--- src/rtl/bcd_share_arbiter_pkg.sv ---
// Shared definitions for the BCD converter share arbiter.
//   state_t   : arbiter FSM states
//   DIGIT_W   : width of one BCD digit
//   ERR_DIGIT : digit value reported on a timed-out conversion
package bcd_pkg;

  typedef enum logic [1:0] {
    IDLE    = 2'd0,
    LAUNCH  = 2'd1,
    WAIT    = 2'd2,
    DELIVER = 2'd3
  } state_t;

  localparam int             DIGIT_W   = 4;
  localparam logic [DIGIT_W-1:0] ERR_DIGIT = 4'hF;

endpackage

--- src/rtl/bcd_share_arbiter_rr_pick.sv ---
// Combinational round-robin picker.
//   req_i    : request vector
//   ptr_i    : highest-priority index for this pick
//   gnt_id_o : first set request searching ptr_i, ptr_i+1, ... (wrapping)
//   any_o    : 1 when at least one request is set
module rr_pick #(
  parameter int N_REQ = 4,
  parameter int IDW   = 2
) (
  input  logic [N_REQ-1:0] req_i,
  input  logic [IDW-1:0]   ptr_i,
  output logic [IDW-1:0]   gnt_id_o,
  output logic             any_o
);

  int idx;

  always_comb begin
    gnt_id_o = '0;
    any_o    = 1'b0;
    idx      = int'(ptr_i);
    for (int k = 0; k < N_REQ; k++) begin
      if (!any_o && req_i[idx]) begin
        any_o    = 1'b1;
        gnt_id_o = IDW'(idx);
      end
      // Explicit wrap so non-power-of-two N_REQ rotates correctly.
      idx = (idx == N_REQ - 1) ? 0 : idx + 1;
    end
  end

endmodule

--- src/rtl/bcd_share_arbiter.sv ---
// Shares one BCD converter among N_REQ clients with round-robin grant.
//   clk, rst            : clock, asynchronous active-low reset
//   req / bin           : per-client request level and operand
//   ack                 : one-cycle pulse to the served client, res_* valid then
//   res_und/dec/cen/err : result digits and timeout flag (held until next delivery)
//   busy                : FSM not in IDLE
//   bcd_init / bcd_bin  : converter start pulse and registered operand
//   bcd_und/dec/cen     : converter digits
//   bcd_done            : converter done level
//   dbg_state, dbg_ptr  : FSM state and round-robin pointer for observation
//
// Handshake: a client raises req[i] with bin[i] stable and keeps it high
// until ack[i]; the operand is latched at grant, so later changes to bin[i]
// or dropping req[i] do not affect the service in flight, and ack[i] is
// always pulsed for it (unless reset intervenes).
module bcd_share_arbiter
  import bcd_pkg::*;
#(
  parameter int N_REQ   = 4,
  parameter int BIN_W   = 9,
  parameter int TIMEOUT = 64
) (
  input  logic                     clk,
  input  logic                     rst,
  input  logic [N_REQ-1:0]         req,
  input  logic [N_REQ*BIN_W-1:0]   bin,
  output logic [N_REQ-1:0]         ack,
  output logic [DIGIT_W-1:0]       res_und,
  output logic [DIGIT_W-1:0]       res_dec,
  output logic [DIGIT_W-1:0]       res_cen,
  output logic                     res_err,
  output logic                     busy,
  output logic                     bcd_init,
  output logic [BIN_W-1:0]         bcd_bin,
  input  logic [DIGIT_W-1:0]       bcd_und,
  input  logic [DIGIT_W-1:0]       bcd_dec,
  input  logic [DIGIT_W-1:0]       bcd_cen,
  input  logic                     bcd_done,
  output state_t                   dbg_state,
  output logic [$clog2(N_REQ)-1:0] dbg_ptr
);

  localparam int IDW = $clog2(N_REQ);
  localparam int TW  = $clog2(TIMEOUT);

  state_t               state_q, state_d;
  logic [IDW-1:0]       ptr_q, ptr_d;
  logic [IDW-1:0]       gnt_q, gnt_d;
  logic [BIN_W-1:0]     bin_q, bin_d;
  logic [TW-1:0]        timer_q, timer_d;
  logic                 done_q;
  logic [DIGIT_W-1:0]   und_q, und_d, dec_q, dec_d, cen_q, cen_d;
  logic                 err_q, err_d;

  logic [IDW-1:0]       pick_id;
  logic                 pick_any;
  logic                 done_edge;

  rr_pick #(.N_REQ(N_REQ), .IDW(IDW)) u_pick (
    .req_i    (req),
    .ptr_i    (ptr_q),
    .gnt_id_o (pick_id),
    .any_o    (pick_any)
  );

  // Only a fresh rise counts: a done level left over from the previous
  // conversion must not complete the current one.
  assign done_edge = bcd_done & ~done_q;

  always_comb begin
    state_d = state_q;
    ptr_d   = ptr_q;
    gnt_d   = gnt_q;
    bin_d   = bin_q;
    timer_d = timer_q;
    und_d   = und_q;
    dec_d   = dec_q;
    cen_d   = cen_q;
    err_d   = err_q;
    unique case (state_q)
      IDLE: begin
        if (pick_any) begin
          gnt_d   = pick_id;
          bin_d   = bin[int'(pick_id)*BIN_W +: BIN_W];
          state_d = LAUNCH;
        end
      end
      LAUNCH: begin
        timer_d = '0;
        state_d = WAIT;
      end
      WAIT: begin
        if (timer_q != {TW{1'b1}}) timer_d = timer_q + TW'(1);
        // Edge is tested first so it wins over a coincident timeout.
        if (done_edge) begin
          und_d   = bcd_und;
          dec_d   = bcd_dec;
          cen_d   = bcd_cen;
          err_d   = 1'b0;
          state_d = DELIVER;
        end else if (timer_q == TW'(TIMEOUT - 1)) begin
          und_d   = ERR_DIGIT;
          dec_d   = ERR_DIGIT;
          cen_d   = ERR_DIGIT;
          err_d   = 1'b1;
          state_d = DELIVER;
        end
      end
      DELIVER: begin
        ptr_d   = (gnt_q == IDW'(N_REQ - 1)) ? '0 : gnt_q + IDW'(1);
        state_d = IDLE;
      end
      default: state_d = IDLE;
    endcase
  end

  always_ff @(posedge clk or negedge rst) begin
    if (!rst) begin
      state_q <= IDLE;
      ptr_q   <= '0;
      gnt_q   <= '0;
      bin_q   <= '0;
      timer_q <= '0;
      done_q  <= 1'b0;
      und_q   <= '0;
      dec_q   <= '0;
      cen_q   <= '0;
      err_q   <= 1'b0;
    end else begin
      state_q <= state_d;
      ptr_q   <= ptr_d;
      gnt_q   <= gnt_d;
      bin_q   <= bin_d;
      timer_q <= timer_d;
      done_q  <= bcd_done;
      und_q   <= und_d;
      dec_q   <= dec_d;
      cen_q   <= cen_d;
      err_q   <= err_d;
    end
  end

  assign ack       = (state_q == DELIVER) ? ({{(N_REQ-1){1'b0}}, 1'b1} << gnt_q) : '0;
  assign bcd_init  = (state_q == LAUNCH);
  assign busy      = (state_q != IDLE);
  assign bcd_bin   = bin_q;
  assign res_und   = und_q;
  assign res_dec   = dec_q;
  assign res_cen   = cen_q;
  assign res_err   = err_q;
  assign dbg_state = state_q;
  assign dbg_ptr   = ptr_q;

endmodule

--- config.mk ---
export PLATFORM = sky130hd
export DESIGN_NAME = bcd_share_arbiter
export DESIGN_NICKNAME = d
export VERILOG_FILES = /design/src/rtl/bcd_share_arbiter_pkg.sv /design/src/rtl/bcd_share_arbiter_rr_pick.sv /design/src/rtl/bcd_share_arbiter.sv
export SDC_FILE = /design/constraint.sdc
export NUM_CORES = 1
export LEC_CHECK = 0
export ABC_CLOCK_PERIOD_IN_PS = 2700
export BUFFER_PORTS_ARGS = -buffer_cell sky130_fd_sc_hd__buf_4
export CAP_MARGIN = 20
export CORE_ASPECT_RATIO = 0.75
export CORE_UTILIZATION = 44
export CTS_CLUSTER_DIAMETER = 100
export DETAILED_ROUTE_END_ITERATION = 8
export GPL_TIMING_DRIVEN = 0
export PLACE_DENSITY = 0.84
export SLEW_MARGIN = 20
export SYNTH_ARGS = -nofsm -noshare
export SYNTH_HDL_FRONTEND = slang
export SYNTH_SLANG_ARGS = --single-unit
--- constraint.sdc ---
create_clock -name clk -period 2.7 [get_ports clk]
set_input_delay 0.81 -clock clk [delete_from_list [all_inputs] [get_ports clk]]
set_output_delay 0.81 -clock clk [all_outputs]
set_load 0.01 [all_outputs]
* Word-level counts from Yosys, hierarchy flattened
Index checks and enable logic that the tools add are counted.
Storage, ports and cells: flip-flop bits (word level) 35, latch bits 0, bits in writable memories 0, bits in read-only memories 0, bits of input ports 55, output and inout bits 32, word-level logic and storage cells 86, memories 0
Cells by class: add/subtract/negate cells 5, multipliers 1, div/mod/pow operators 0, $lt $le $gt $ge 4, eq/ne operators 12, shift-type cells 2, multiplexer cells 36, bitwise logic cells 2, reduce and logical (&&, ||, !) cells 14
Operators by type and width (number):
- $lt A32 B4 Y1 const B | 3
- $mux W32 | 3
- $add A32 B2 Y32 const B | 2
- $eq A32 B3 Y1 const B | 2
- $shiftx A36 B7 Y9 | 1
- $mux W4 | 5
- $mux W2 | 8
- $mux W1 | 13
- $pmux W6 S2 | 1
- $bmux W1 S2 | 4
- $pmux W2 S4 | 1
- $reduce_and A2 Y1 | 4
- $add A6 B1 Y6 const B | 1
- $eq A2 B2 Y1 const B | 3
- $eq A6 B6 Y1 const B | 1
- $mul A2 B4 Y6 const B | 1
- $mux W6 | 1
- $ne A6 B6 Y1 const B | 1
- $reduce_bool A2 Y1 | 3
- $eq A2 B1 Y1 const B | 2
- $ne A2 B2 Y1 const B | 2
- $shl A1 B2 Y4 const A | 1
- $add A2 B1 Y3 const B | 1
- $logic_and A1 B1 Y1 | 3
- 7 further kinds | 9

* Depth between registers and ports, before layout
depth after elaboration 15, mapped depth 10, gate-level depth less buffers 8

* By module
From an unflattened synthesis, not the netlist that was laid out.
Unflattened totals: cells, all modules 178, area, all modules 2143.3 sq um
Modules (own cells, without submodules):
- bcd_share_arbiter | times used 1, cells each 137, area an instance 1858.0 sq um, seq. area each 875.8 sq um
- rr_pick | times used 1, cells each 41, area an instance 285.3 sq um, seq. area each 0.0 sq um

* Worst setup path before layout
Ideal clock, no wire load.
path kind input-to-reg, from input req[2], to register bin_q[0], in the netlist bcd_bin[0], setup time 0.126 ns, arrival 2.842 ns, required time 2.574 ns, path slack -0.267 ns, stages on the path 8, buffers on the path 1, path through buf_2 mux2_2 mux2_2 nor4_1 a211oi_2 a21oi_4 mux2_2 a221o_1
Between the ends: longest elaborated chain between the ends 14, elaborated cells between the ends (all ways) 28, classes of those cells mul: 1; shift: 1; mux: 19; reduce/logical: 7
Ends and longest elaborated chain:
- from (decl) | line bcd_share_arbiter.sv:25 | input logic [N_REQ-1:0] req,
- $bmux W1 S2 | line bcd_share_arbiter_rr_pick.sv:23 | if (!any_o && req_i[idx]) begin
- $mux W1 (not written as such) | line bcd_share_arbiter_rr_pick.sv:23
- $mux W1 | line bcd_share_arbiter_rr_pick.sv:23
- $logic_not A1 Y1 | line bcd_share_arbiter_rr_pick.sv:23
- $logic_and A1 B1 Y1 | line bcd_share_arbiter_rr_pick.sv:23
- $mux W1 | line bcd_share_arbiter_rr_pick.sv:23
- $logic_not A1 Y1 | line bcd_share_arbiter_rr_pick.sv:23
- $logic_and A1 B1 Y1 | line bcd_share_arbiter_rr_pick.sv:23
- $mux W1 | line bcd_share_arbiter_rr_pick.sv:23
- $logic_not A1 Y1 | line bcd_share_arbiter_rr_pick.sv:23
- $logic_and A1 B1 Y1 | line bcd_share_arbiter_rr_pick.sv:23
- $mux W2 | line bcd_share_arbiter_rr_pick.sv:23
- $mul A2 B4 Y6 | line bcd_share_arbiter.sv:84 | bin_d = bin[int'(pick_id)*BIN_W +: BIN_W];
- $shiftx A36 B7 Y9 | line bcd_share_arbiter.sv:84
- to (signal assigned) | line bcd_share_arbiter.sv:133 | bin_q <= bin_d;
- to (decl) | line bcd_share_arbiter.sv:49 | logic [BIN_W-1:0] bin_q, bin_d;
Parallel ways exist; a longest one is shown, timed or not. The select of a mux whose other input is x is not followed. A chain may end at the register's enable or synchronous reset.

* Worst setup path in the final report
from register ptr_q[0], in the netlist dbg_ptr[0], to register bin_q[0], in the netlist bcd_bin[0]
Between the ends: longest elaborated chain between the ends 15, elaborated cells between the ends (all ways) 37, classes of those cells add/sub: 3; mul: 1; eq/ne: 3; shift: 1; mux: 22; reduce/logical: 7
Ends and longest elaborated chain:
- from (decl) | line bcd_share_arbiter.sv:47 | logic [IDW-1:0] ptr_q, ptr_d;
- from (signal assigned) | line bcd_share_arbiter.sv:131 | ptr_q <= ptr_d;
- branches (longest 15 deep; another with $add A32 B2 Y32)
Several ways; the timed one is not identified. The select of a mux whose other input is x is not followed.

==> run summary <==
====================================================================================
Top cells by area in the synthesized netlist .......................... sky130_fd_sc_hd__dfrtp_1 (39%), sky130_fd_sc_hd__mux2_2 (6.5%), sky130_fd_sc_hd__mux2i_1 (5.8%), sky130_fd_sc_hd__ha_1 (5.6%), sky130_fd_sc_hd__o22a_1 (5.5%)
CP Data Required Time .................................................      2.87 ns
Via count normalized by instance count ................................        5.806
Number of routed nets with antenna violations .........................            0
Outcome ............................................................... finished, violations left
Reg2reg start .........................................................   dbg_ptr[0]
Vias in the first global route ........................................         2191
Ant diodes ............................................................            0
Highest attainable clock frequency ....................................   0.3659 GHz
Overall overflow remaining after global route .........................            0
Post-synthesis sequential element count ...............................           35
TritonRoute pass-1 iters ..............................................            7
Fill cell total of the finished layout ................................          364
Total Negative Setup Slacks ...........................................  -0.08380 ns
Type of element launching the critical path ...........................         flop
Nets in the synthesized netlist .......................................          284
Largest area contributor in the netlist ............................... sky130_fd_sc_hd__dfrtp_1
Area fraction of the dominant cell type after synthesis ...............       0.3895
Final number of setup-violating endpoints .............................            4
Warning count from the yosys run ......................................            0
Number of buffers inserted during clock tree synthesis ................            5
Final worst setup slack ...............................................  -0.03301 ns
Arrival time at the worst endpoint ....................................      2.90 ns
R2R setup slack .......................................................     -0.03 ns
Worst hold slack ......................................................    0.4670 ns
Final nets ............................................................          390
Final total power .....................................................   0.004523 W
Row count .............................................................           22
Total count of hold-check failures in the final report ................            0
Number of buffers on the longest clock path ...........................            2
Remaining design rule violation count .................................            4
Placement-stage worst setup slack .....................................   -0.3813 ns
Global-route usage over all layers ....................................       0.2442
Via Count .............................................................         2241
CTS tree ..............................................................          yes
Sequential fraction of the synthesis area .............................       0.3895
Max FO, Critical Path .................................................            4
Clk root buf .......................................................... sky130_fd_sc_hd__clkbuf_8
Initial antenna violation count .......................................            0
DP HPWL ...............................................................     4.473 mm
Worst Hold Class ...................................................... primary input to asynchronous set/reset pin
I/O Buffers ...........................................................           82
Synthesis-to-finish area growth .......................................       48.36%
Netlist cell types ....................................................           52
Relative slew slack ...................................................       0.6611
Critical setup path kind .............................................. flop to flop
Area of the die .......................................................     5403 um2
Violated checks ....................................................... design-rule violations, negative setup slack
Die width .............................................................     84.55 um
Unrepaired setup endpoints after global routing .......................         true
Wire length of the first global-routing pass ..........................     10.49 mm
Initial drt markers ...................................................          170
Boundary Pins .........................................................           87
Gate count of the mapped netlist ......................................          219
Commonest register cell after synthesis ............................... sky130_fd_sc_hd__dfrtp_1
Design area ...........................................................     3336 um2
Routed length per placed instance .....................................     16.81 um
Timing endpoint of the critical path ..................................   bcd_bin[0]
Number of synthesized flops with an enable pin ........................            0
Max-Cap Viols .........................................................            0
Initial core utilization ..............................................       0.4589
Worst Reg-to-Reg Cells ................................................           10
Placer Congestion .....................................................       0.8395
Combined area of all synthesized cells ................................     2248 um2
R2R Path End ..........................................................   bcd_bin[0]
# clock sinks .........................................................           35
Layout cell share with drive strength beyond 1 ........................       0.4785
Placed instance area ..................................................     2970 um2
Leak Pwr ..............................................................     1.536 nW
Die Ht ................................................................     63.91 um
Count of H-tree levels built during CTS ...............................            2
Clock slew at reported path FFs .......................................      0.07 ns
Total Routed Length ...................................................     6.487 mm
Core footprint ........................................................     4900 um2
Pin count of the biggest net entering global routing ..................           36
Slew at the pin with the worst max-slew slack .........................    0.5084 ns
Max rail drop VDD .....................................................  0.0006244 V
Worst-Skew Late Latency ...............................................      0.28 ns
Skew final ............................................................  0.003691 ns
Final max-slew violation count ........................................            0
Min Tclk post-route ...................................................     2.733 ns
Average instance area after synthesis .................................    10.27 um2
Proportion of synthesized flip-flops having asynchronous set or reset .        1.000
Setup crit start ......................................................   dbg_ptr[0]
Endpoint kind of the worst setup timing path ..........................         flop
Power density over the cells ..........................................  1356 nW/um2
Tcrit/Tclk final ......................................................        1.012
====================================================================================
==> timing repair <==
item                                    in CTS  in global routing
hold buffers                                 0                  0
cloned                                       0                  1
gates resized for setup                     10                 16
setup buffers                               16                  3
pin swaps                                    9                 11
endpoints found under the setup margin      10                 10
==> registers in the layout, indices dropped and copies added, names as in the netlist <==
name and flops:
bcd_bin 9, timer_q 6, res_cen 4, res_dec 4, res_und 4, dbg_ptr 2
dbg_state 2, gnt_q 2, done_q 1, res_err 1
==> cell type report <==
type / instances / area (um2) / area share
multi-input cells: 156 / 1355 / 0.4062
plain buffers: 12 / 95.09 / 0.02851
inverters: 13 / 48.80 / 0.01463
clock buffers: 7 / 76.32 / 0.02288
well taps: 60 / 75.07 / 0.02251
clock inverters: 1 / 5.005 / 0.001500
flip-flops and latches: 35 / 877.1 / 0.2629
repair buffers: 102 / 803.3 / 0.2408
==> cells in the mapped netlist, drive strengths merged, types with 3 or more instances <==
cell,n
and2,4
buf,8
nand3,3
a22o,3
o22a,14
a221o,3
nor2,11
nand2,13
mux2,13
ha,10
nand2b,3
a22oi,3
clkbuf,7
dfrtp,35
nor2b,3
mux2i,13
nor4b,4
inv,13
nor4,5
nor3,7
o21ai,5
a21oi,8
a222oi,5
a211oi,3
==> report_power, final <==
group          switching, W  internal [W]
sequential         0.000177      0.000767
combinational       0.00145       0.00176
clock              0.000191      0.000181
==> layer usage <==
layer  up-vias  GRT usage  part of all wire  wire, um
li1       1033          -                 -         -
met1      1105     0.3131              0.43      2776
met2        93     0.4167              0.49      3196
met3        10    0.05685             0.070       455
met4         0    0.06568            0.0091        59
met5         -          0                 0         0
==> worst max-delay path: stages, from the launching register on <==
cell	delay, ns
sky130_fd_sc_hd__dfrtp_2	0.43
sky130_fd_sc_hd__ha_4	0.27
sky130_fd_sc_hd__buf_6	0.12
sky130_fd_sc_hd__nor4b_4	0.13
sky130_fd_sc_hd__or3_4	0.39
sky130_fd_sc_hd__nor4_4	0.28
sky130_fd_sc_hd__a211oi_2	0.10
sky130_fd_sc_hd__a21oi_4	0.18
sky130_fd_sc_hd__buf_12	0.13
sky130_fd_sc_hd__mux2_4	0.28
sky130_fd_sc_hd__a221o_1	0.30
==> cell usage in the layout (no fill, tap or decap), types with 3 or more instances in the layout <==
master | synthesis | routed
sky130_fd_sc_hd__o21ai_0 | 4 | 4
sky130_fd_sc_hd__nor2b_1 | 3 | 3
sky130_fd_sc_hd__nor3_1 | 7 | 6
sky130_fd_sc_hd__buf_4 | 1 | 99
sky130_fd_sc_hd__mux2_2 | 13 | 10
sky130_fd_sc_hd__clkbuf_8 | 0 | 5
sky130_fd_sc_hd__a22o_1 | 3 | 3
sky130_fd_sc_hd__buf_6 | 1 | 3
sky130_fd_sc_hd__mux2i_2 | 0 | 4
sky130_fd_sc_hd__mux2_4 | 0 | 3
sky130_fd_sc_hd__inv_1 | 13 | 13
sky130_fd_sc_hd__nor2_1 | 11 | 10
sky130_fd_sc_hd__ha_1 | 10 | 9
sky130_fd_sc_hd__buf_2 | 5 | 3
sky130_fd_sc_hd__mux2i_1 | 13 | 9
sky130_fd_sc_hd__a221o_1 | 3 | 3
sky130_fd_sc_hd__and2_1 | 4 | 4
sky130_fd_sc_hd__nand2b_1 | 3 | 3
sky130_fd_sc_hd__clkbuf_1 | 6 | 5
sky130_fd_sc_hd__a222oi_1 | 5 | 5
sky130_fd_sc_hd__o22a_1 | 14 | 14
sky130_fd_sc_hd__a21oi_1 | 7 | 6
sky130_fd_sc_hd__dfrtp_1 | 35 | 34
sky130_fd_sc_hd__nand3_1 | 3 | 3
sky130_fd_sc_hd__nand2_1 | 13 | 12
sky130_fd_sc_hd__buf_12 | 1 | 3
==> worst min path at each step <==
| stage | startpoint | end | slack, ns | cells after the start |
|---|---|---|---|---|
| floorplan | gnt_q[1] | gnt_q[1] | 0.50 | 2 |
| global placement | res_und[0] | res_und[0] | 0.47 | 1 |
| detailed placement | res_cen[1] | res_cen[1] | 0.48 | 1 |
| CTS | rst | res_dec[1] | 0.48 | 1 |
| global route | rst | res_dec[1] | 0.50 | 1 |
| finish | rst | res_dec[1] | 0.47 | 1 |
==> cell families after synthesis <==
family | Yosys count | synth area share
mux | 26 | 0.1230
buf+inv | 28 | 0.06232
xor+xnor | 1 | 0.003896
fa+ha+maj | 10 | 0.05565
simple gates | 64 | 0.1597
flops | 35 | 0.3895
compound gates | 55 | 0.2059
==> stage by stage <==
stage	cells	utilization
3_5_place_dp	361	0.6062
3_3_place_gp	361	0.6062
5_1_grt	386	0.6808
4_1_cts	383	0.6586
6_report	386	0.6808
2_1_floorplan	219	-
No activity file was read; power rests on OpenSTA's default activity.
